`config.mk`:
```
export PLATFORM = sky130hd
export DESIGN_NAME = sprite_writer
export DESIGN_NICKNAME = d
export VERILOG_FILES = /design/src/rtl/sprite_writer.sv
export SDC_FILE = /design/constraint.sdc
export NUM_CORES = 1
export LEC_CHECK = 0
export CORE_MARGIN = 2
export CORE_UTILIZATION = 45
export CTS_CLUSTER_DIAMETER = 60
export CTS_CLUSTER_SIZE = 24
export DETAILED_ROUTE_END_ITERATION = 8
export PLACE_DENSITY = 0.91
export RECOVER_POWER = 25
export SYNTH_ARGS = -nofsm -noshare
export SYNTH_HDL_FRONTEND = slang
export SYNTH_SLANG_ARGS = --single-unit
```
`constraint.sdc`:
```
create_clock -name CLK -period 6.6 [get_ports CLK]
set_input_delay 1.32 -clock CLK [delete_from_list [all_inputs] [get_ports CLK]]
set_output_delay 1.32 -clock CLK [all_outputs]
set_load 0.005 [all_outputs]
```
`src/rtl/sprite_writer.sv`:
```
// Copies one SPRITE_DIM x SPRITE_DIM sprite from the sprite ROM into the 256x256 frame RAM.
// Optional feature macro: SPRITE_TRANSPARENCY_EN (skip pixels equal to TRANSPARENT_IDX).
module sprite_writer #(
   parameter int SPRITE_DIM      = 16,
   parameter int PIXEL_W         = 8,
   parameter int SPRITE_ID_W     = 4,
   parameter int TRANSPARENT_IDX = 0,
   localparam int LW             = $clog2(SPRITE_DIM)
) (
   input  logic                       CLK,
   input  logic                       RESET_N,
   input  logic                       START,
   input  logic [7:0]                 SPRITE_X,
   input  logic [7:0]                 SPRITE_Y,
   input  logic [SPRITE_ID_W-1:0]     SPRITE_ID,
   output logic                       BUSY,
   output logic                       DONE,
   output logic [SPRITE_ID_W+2*LW-1:0] ROM_ADDR,
   input  logic [PIXEL_W-1:0]         ROM_DATA,
   input  logic                       WR_ALLOW,
   output logic [15:0]                WRITEADDR,
   output logic [PIXEL_W-1:0]         DATA,
   output logic                       FD_WE_N
);

   typedef enum logic [1:0] {S_IDLE, S_FETCH, S_WRITE, S_DONE} state_t;

   state_t                 state_q, state_d;
   logic [7:0]             x_q, x_d, y_q, y_d;
   logic [SPRITE_ID_W-1:0] id_q, id_d;
   logic [LW-1:0]          row_q, row_d, col_q, col_d;
   logic [8:0]             col_sum, row_sum;
   logic                   visible, opaque, we;

   // 9-bit sums so a sprite hanging off the right/bottom edge is clipped, not wrapped.
   assign col_sum = {1'b0, x_q} + 9'(col_q);
   assign row_sum = {1'b0, y_q} + 9'(row_q);
   assign visible = !col_sum[8] && !row_sum[8];

`ifdef SPRITE_TRANSPARENCY_EN
   assign opaque = (ROM_DATA != PIXEL_W'(TRANSPARENT_IDX));
`else
   // Transparency disabled: every pixel is written regardless of its value.
   assign opaque = 1'b1 | (ROM_DATA == PIXEL_W'(TRANSPARENT_IDX));
`endif

   always_comb begin
      state_d = state_q;
      x_d     = x_q;
      y_d     = y_q;
      id_d    = id_q;
      row_d   = row_q;
      col_d   = col_q;
      we      = 1'b0;
      case (state_q)
         S_IDLE: begin
            if (START) begin
               x_d     = SPRITE_X;
               y_d     = SPRITE_Y;
               id_d    = SPRITE_ID;
               state_d = S_FETCH;
            end
         end
         S_FETCH: state_d = S_WRITE;
         S_WRITE: begin
            we = visible && opaque && WR_ALLOW;
            // Skipped pixels advance at once; drawable ones wait for the write window.
            if (!(visible && opaque) || WR_ALLOW) begin
               col_d = col_q + LW'(1);
               if (&col_q) row_d = row_q + LW'(1);
               state_d = (&col_q && &row_q) ? S_DONE : S_FETCH;
            end
         end
         S_DONE:  state_d = S_IDLE;
         default: state_d = S_IDLE;
      endcase
   end

   always_ff @(posedge CLK or negedge RESET_N) begin
      if (!RESET_N) begin
         state_q <= S_IDLE;
         x_q     <= '0;
         y_q     <= '0;
         id_q    <= '0;
         row_q   <= '0;
         col_q   <= '0;
      end else begin
         state_q <= state_d;
         x_q     <= x_d;
         y_q     <= y_d;
         id_q    <= id_d;
         row_q   <= row_d;
         col_q   <= col_d;
      end
   end

   assign ROM_ADDR  = {id_q, row_q, col_q};
   assign WRITEADDR = {row_sum[7:0], col_sum[7:0]};
   assign DATA      = ROM_DATA;
   assign FD_WE_N   = !we;
   assign BUSY      = (state_q != S_IDLE);
   assign DONE      = (state_q == S_DONE);

endmodule

```
==> flow_summary.yaml, run 1 <==
outcome:
  outcome: "complete, but fails checks"
  violations: "capacitance limit, slew limit"
power:
  power.leakage_nw: 0.990
  ir_drop_v: 0.000283
  finalPower_mw: 1.05
  power.density_nw_per_um2: 460
floorplanning:
  die-area_um2: 4220
  io_pins: 71
  die_y_um: 64.9
  rows: 22
  dieWidth_um: 64.9
  core_um2: 3610
  initial_core_util_pct: 46.3
grt:
  overflow: 0
  antenna_found_initial: 0
  grt_pass1_wl_um: 5580
  first_global_vias: 1248
  grt_usage_pct: 17.8
  grt_max_degree: 31
drt:
  routedWlPerCell_um: 13.7
  drt-total-wl_um: 3280
  first_pass_iters: 5
  drtIter0Drc: 35
  final_antenna_net_count: 0
  drc: 0
  viasPerCell: 5.13
  vias: 1226
logic_synthesis:
  synth_edf_count: 0
  syn-cell-area_um2: 1670
  ys_warn_count: 0
  async_reset_ff_share_pct: 100
  ys_ff_latch: 30
  seq_area_frac_synth_pct: 44.9
  synth_ff_type: "dfrtp_1"
  syn_inst: 140
  syn_nets: 184
  synth.distinct_cells: 27
  avgSynthCellArea_um2: 11.9
clock_tree:
  cts-root-buf: "clkbuf_8"
  cts_made_buffers: 5
  post_cts_buffers: 0
  clk_transition_reported_paths_ps: 60
  ctsResizeCount: 0
  cts.sinks: 30
  htree_levels: 2
  cts_hold_buf: 0
  cts_max_path_buffers: 2
  cts_tree: "yes"
  clk-insertion-delay-late_ps: 280
flow_run:
  cap_viol_max_count: 1
sta:
  relSlewSlack_pct: -4.90
  fin_setup_tns_ps: 0
  setup_ws_ps: 2830
  finalCritPeriodShare_pct: 57.1
  max_freq_ghz: 0.265
  tightest_slew_ps: 1570
  fin_skew_ps: 5.54
  whs_ps: 488
  finalSetupViolCount: 0
  final-hold-violation-count: 0
  slew_violations: 31
  rsz0062_at_grt: "false"
  period_needed_ps: 3770
finish:
  diodes: 0
  fin_nets: 236
  fin_area_um2: 2290
  fin_util_pct: 63.5
  syn_to_final_growth_pct: 37.1
  final_cells: 239
  drive_above_1_share_pct: 17.8
worst_hold_path:
  min_path_type: "register to register"
critical_path:
  crit_path_end_kind: "output port"
  crit_type: "register to output port"
  critPathArrivalTime_ps: 2450
  worstPathRequired_ps: 5280
  path_max_fanout: 5
  worstSetupStartpointType: "register"
placement:
  place_inst: 233
  dp_hpwl_um: 2500
  place_ws_ps: 2850
  finalWeightedCongestion: 0.701
  place_area_um2: 2210
  place.port_buffers: 54
## Yosys cell counts (all sizes together) (2+ instances only)
library cell	number	share of area (%)
o2111ai	2	1.0
nor2	7	1.7
inv	4	0.90
a21oi	6	2.2
xor2	10	5.2
a21o	2	0.90
nor2b	2	0.75
nor3	3	0.90
ha	10	7.5
nand4	2	0.75
fa	2	2.4
dfrtp	30	45
and2	2	0.75
o21ai	5	1.5
buf	10	4.2
nand2	2	0.45
nand3	7	2.1
xnor2	8	4.2
mux2	22	15
## kinds of logic after synthesis
| group | share of synthesized area, % |
|---|---|
| compound gates | 6.97 |
| xor+xnor | 9.44 |
| fa+ha+maj | 9.89 |
| buf+inv | 5.09 |
| flops | 44.9 |
| mux | 15.1 |
| simple gates | 8.61 |
## critical path, cell delays in order (launching register included)
cell and delay (ps):
dfrtp_1 440, ha_1 250, fa_1 400, nand3_1 140
nand2_1 90, and3_1 190, xor2_1 140, clkdlybuf4s50_1 520
## routing by layer
layer  part of all wire [%]  GRT usage (%)
met5                      0              0
met4                    1.7           8.24
met3                    6.1           5.03
met2                     51           29.3
met1                     41           21.4
## worst paths after layout
kind,from,to,slack (ps),cells after the start
worst max-delay path,row_q[0],WRITEADDR[14],2830,7
max in group asynchronous,RESET_N,col_q[1],3710,2
worst min-delay path,state_q[1],state_q[1],490,1
worst max register to register,col_q[0],row_q[1],4250,7
worst min register to register,state_q[1],state_q[1],490,1
min in group asynchronous,RESET_N,x_q[1],1980,2
## cell type report
class	instances	area, um^2
inverter	4	15.0
fill	291	1320
sequential	30	751
timing repair buffer	55	544
multi-input combinational	96	837
tap	48	60.1
clock buffer	6	82.6
## where the power goes
part | leakage, nW | internal, mW | switching, mW
combinational | 0.583 | 0.370 | 0.193
sequential | 0.364 | 0.267 | 0.0815
clock | 0.0431 | 0.0801 | 0.0609
total | 0.990 | 0.717 | 0.336
## flip-flops by register name, indices dropped and copies added, names as in the netlist
register,flops
state_q,2
row_q,4
col_q,4
x_q,8
id_q,4
y_q,8
## layout by cell type (no fill, tap or decap), types with 2 or more instances in the layout
cell / netlist / layout
a21o_1: 2 / 2
a21oi_1: 4 / 4
a21oi_2: 2 / 2
and2_1: 2 / 2
clkbuf_8: 0 / 6
clkdlybuf4s50_1: 0 / 53
dfrtp_1: 30 / 30
fa_1: 2 / 2
ha_1: 10 / 10
inv_1: 4 / 4
mux2_2: 21 / 21
nand2_1: 2 / 2
nand3_1: 7 / 7
nand4_1: 2 / 2
nor2_1: 6 / 5
nor2_2: 1 / 2
nor2b_1: 2 / 2
nor3_1: 3 / 3
o2111ai_1: 2 / 2
o21ai_0: 5 / 5
xnor2_1: 8 / 8
xor2_1: 10 / 10
Power figures use the tool's default switching activity.
==> run 2, diff against run 1 <==
- CORE_UTILIZATION: 45 -> 38
- PLACE_DENSITY: 0.91 -> 0.83
- clock period: 6.6 -> 3.3 ns (I/O delays scaled with it)
==> run 2 against run 1 <==
- the run still ends with capacitance limit, slew limit left
- critical endpoint unchanged
- combinational power is 99% higher
- clock power increased by 90%
- sequential share of layout area decreased by 0.14 points
- sequential power increased by 100%
- largest power group unchanged
- highest routed layer unchanged
==> flow_summary.yaml, run 2 (synthesis gave the netlist of run 1 again) <==
outcome:
  outcome: "complete, but fails checks"
  violations: "capacitance limit, slew limit"
grt:
  grt_pass1_wl_um: 5490
  first_global_vias: 1200
  antenna_found_initial: 0
  grt_usage_pct: 14.3
  overflow: 0
  grt_max_degree: 31
placement:
  place.port_buffers: 54
  dp_hpwl_um: 2480
  finalWeightedCongestion: 0.731
critical_path:
  path_cells: "ha_1 > fa_1 > nand3_1 > nand2_1 > and3_1 > xor2_1 > clkdlybuf4s50_1"
  critPathBufInv: 1
  worstSetupStartpointType: "register"
  crit_path_end_kind: "output port"
  path_max_fanout: 5
  critPathMaxStageDelay_ps: 540
  critical_path.slowest_cell: "clkdlybuf4s50_1"
  worstPathRequired_ps: 2640
  critPathArrivalTime_ps: 2490
  crit_type: "register to output port"
  cp_top_family: "adder cells"
sta:
  relSlewSlack_pct: -8.04
  finalCritPeriodShare_pct: 95.4
  period_needed_ps: 3150
  fin_skew_ps: 4.77
  whs_ps: 507
  finalSetupViolCount: 0
  final-hold-violation-count: 0
  max_freq_ghz: 0.318
  slew_violations: 31
  tightest_slew_ps: 1620
  fin_setup_tns_ps: 0
  rsz0062_at_grt: "false"
clock_tree:
  cts_max_path_buffers: 2
  clk-insertion-delay-late_ps: 280
  cts_tree: "yes"
  cts.sinks: 30
  cts-root-buf: "clkbuf_8"
  htree_levels: 2
  post_cts_buffers: 0
  clk_transition_reported_paths_ps: 60
  cts_made_buffers: 5
power:
  p_sw_share_pct: 31.7
  clkPwrFrac_pct: 12.8
  sequentialPowerShare_pct: 33.3
  ir_drop_v: 0.000439
  p_int_mw: 1.42
  power.density_nw_per_um2: 907
  combPwrFrac_pct: 53.8
  power.leakage_nw: 0.991
  p_sw_mw: 0.662
floorplanning:
  die_y_um: 70.3
  die-area_um2: 4940
  dieWidth_um: 70.3
  initial_core_util_pct: 38.9
  rows: 24
  io_pins: 71
  core_um2: 4290
worst_hold_path:
  min_path_type: "register to register"
drt:
  drtIter0Drc: 34
  final_antenna_net_count: 0
  drc: 0
  viasPerCell: 5.01
  vias: 1228
  first_pass_iters: 4
  routedWlPerCell_um: 13.2
  drt-total-wl_um: 3240
finish:
  reg_top3: "x_q: 8 flops, y_q: 8 flops"
  final_common_cell: "clkdlybuf4s50_1"
  syn_to_final_growth_pct: 37.7
  drive_above_1_share_pct: 18.1
  diodes: 0
  nFillCells: 388
  fin_nets: 237
  layout_common_cells: "clkdlybuf4s50_1, dfrtp_1, mux2_2"
flow_run:
  cap_viol_max_count: 1
==> run 2: what timing repair did <==
| item | CTS | global route |
|---|---|---|
| endpoints found under the setup margin | 0 | 1 |
| resized for setup | 0 | 1 |
| hold buffers | 0 | 0 |
==> run 2: area by class of cell <==
type / count / area, um^2 / share of cell area, %
clock buffers: 7 / 76.3 / 3.32
inverters: 4 / 15.0 / 0.653
multi-input cells: 96 / 841 / 36.6
flip-flops and latches: 30 / 751 / 32.6
well taps: 52 / 65.1 / 2.83
repair buffers: 56 / 552 / 24.0
==> run 2: through the flow <==
stage	power, mW	setup WS [ps]	util (%)	cell area, um^2	cells
finish	2.09	152	53.6	2300	245
global route	2.26	40.2	53.6	2300	245
CTS	2.13	140	53.6	2300	245
detailed placement	1.85	471	51.8	2220	238
global placement	1.82	502	51.8	2220	238
floorplan	1.24	1070	-	1670	140
==> run 2: power groups by stage <==
stage	Sequential (mW)	Clock, mW	Combinational [mW]
final	0.695	0.268	1.12
after global routing	0.729	0.296	1.24
after CTS	0.699	0.282	1.15
after detailed placement	0.705	0	1.14
after global placement	0.691	0	1.13
after floorplan	0.670	0	0.570
==> run 2: worst paths after layout <==
kind | start | to | slack [ps] | cells past startpoint
worst max register to register | col_q[0] | row_q[1] | 1000 | 7
worst min-delay path | id_q[3] | id_q[3] | 510 | 1
worst max-delay path | row_q[0] | WRITEADDR[14] | 150 | 7
min in group asynchronous | RESET_N | state_q[0] | 1340 | 2
max in group asynchronous | RESET_N | id_q[3] | 1020 | 2
worst min register to register | id_q[3] | id_q[3] | 510 | 1
==> run 2: per-layer routing <==
metal  share of wire, %  wire length, um  track usage [%]
met5                  0                0                0
met4                2.5               80             9.83
met3                6.3              203             4.76
met2                 48             1550             21.8
met1                 43             1400             17.1
==> run 3, diff against run 2 <==
- CORE_MARGIN: 2 -> unset
==> run 3 against run 2 <==
- the run still ends with capacitance limit, slew limit left
- setup slack better by 55 ps
- power grew 0.29%
- die area down 5.6%
- largest power group unchanged
==> flow_summary.yaml, run 3 (synthesis gave the netlist of run 1 again) <==
drt:
  routedWlPerCell_um: 13.5
  first_pass_iters: 4
  drtIter0Drc: 52
  drt-total-wl_um: 3290
  final_antenna_net_count: 0
  viasPerCell: 4.98
  vias: 1211
  drc: 0
critical_path:
  path_max_fanout: 5
  worstPathRequired_ps: 2640
  crit_path_end_kind: "output port"
  r2r_slack_ps: 1020
  worstSetupStartpoint: "row_q[0]"
  reg2reg_from: "col_q[0]"
  critPathArrivalTime_ps: 2430
  crit_type: "register to output port"
  worstSetupStartpointType: "register"
placement:
  place_area_um2: 2220
  place.port_buffers: 54
  finalWeightedCongestion: 0.746
  dp_hpwl_um: 2510
sta:
  period_needed_ps: 3090
  finalCritPeriodShare_pct: 93.7
  tightest_slew_ps: 1640
  rsz0062_at_grt: "false"
  slew_violations: 31
  fin_setup_tns_ps: 0
  relSlewSlack_pct: -9.17
  fin_skew_ps: 3.74
  max_freq_ghz: 0.323
  finalSetupViolCount: 0
  final-hold-violation-count: 0
finish:
  layout_common_cells: "clkdlybuf4s50_1, dfrtp_1, mux2_2"
  syn_to_final_growth_pct: 37.3
  drive_above_1_share_pct: 17.6
  fin_util_pct: 55.7
  fin_area_um2: 2290
  final_common_cell: "clkdlybuf4s50_1"
  fin_nets: 237
  diodes: 0
  reg_top3: "x_q: 8 flops, y_q: 8 flops"
outcome:
  violations: "capacitance limit, slew limit"
  outcome: "complete, but fails checks"
clock_tree:
  cts_max_path_buffers: 2
  cts_hold_buf: 0
  clk_transition_reported_paths_ps: 60
  htree_levels: 2
  clk-insertion-delay-late_ps: 270
  cts_made_buffers: 5
  post_cts_buffers: 0
  cts_tree: "yes"
  cts.sinks: 30
  cts-root-buf: "clkbuf_8"
  ctsResizeCount: 0
grt:
  grt_usage_pct: 16.1
  grt_pass1_wl_um: 5460
  first_global_vias: 1223
  overflow: 0
  grt_max_degree: 31
  antenna_found_initial: 0
flow_run:
  cap_viol_max_count: 1
floorplanning:
  rows: 23
  core_um2: 4120
  io_pins: 71
  die_y_um: 68.3
  initial_core_util_pct: 40.6
  dieWidth_um: 68.3
  die-area_um2: 4660
power:
  power.density_nw_per_um2: 912
  power.leakage_nw: 0.990
  ir_drop_v: 0.000400
worst_hold_path:
  min_from: "state_q[1]"
  min_path_type: "register to register"
[run 3: cell type report]
type,instances,area [um^2]
repair buffers,56,552
fillers,371,1820
clock buffers,7,76.3
inverters,4,15.0
multi-input cells,96,837
flip-flops and latches,30,751
well taps,50,62.6
[run 3: routing by layer]
metal | wire [um] | GRT usage [%]
met2 | 1570 | 26.1
met4 | 43 | 7.03
met3 | 234 | 4.33
met5 | 0 | 0
met1 | 1440 | 19.9
[run 3: metrics by stage]
| stage | setup WS, ps | total power [mW] | instances | hold slack, ps |
|---|---|---|---|---|
| 2_1_floorplan | 1070 | 1.24 | 140 | 364 |
| 3_3_place_gp | 507 | 1.82 | 236 | 484 |
| 3_5_place_dp | 515 | 1.85 | 236 | 491 |
| 4_1_cts | 191 | 2.13 | 243 | 496 |
| 5_1_grt | 46.4 | 2.26 | 243 | 519 |
| 6_report | 206 | 2.09 | 243 | 490 |
[run 3: where the power goes]
| group | leakage (nW) | total, mW | internal [mW] | switching [mW] |
|---|---|---|---|---|
| registers | 0.364 | 0.694 | 0.533 | 0.161 |
| logic | 0.588 | 1.13 | 0.746 | 0.383 |
| clock network | 0.0383 | 0.269 | 0.145 | 0.124 |
[run 3: worst max-delay path, stage by stage, from the launching register on]
cell	delay, ps
dfrtp_1	430
ha_1	250
fa_1	400
nand3_1	130
nand2_1	80
and3_1	190
xor2_1	150
clkdlybuf4s50_1	520
[run 3: final timing paths]
| kind | cells after the start | end |
|---|---|---|
| min in group asynchronous | 2 | col_q[0] |
| setup reg to reg | 7 | row_q[1] |
| max in group asynchronous | 2 | x_q[5] |
| setup / recovery | 7 | WRITEADDR[14] |
| hold / removal | 1 | state_q[1] |
| hold reg to reg | 1 | state_q[1] |
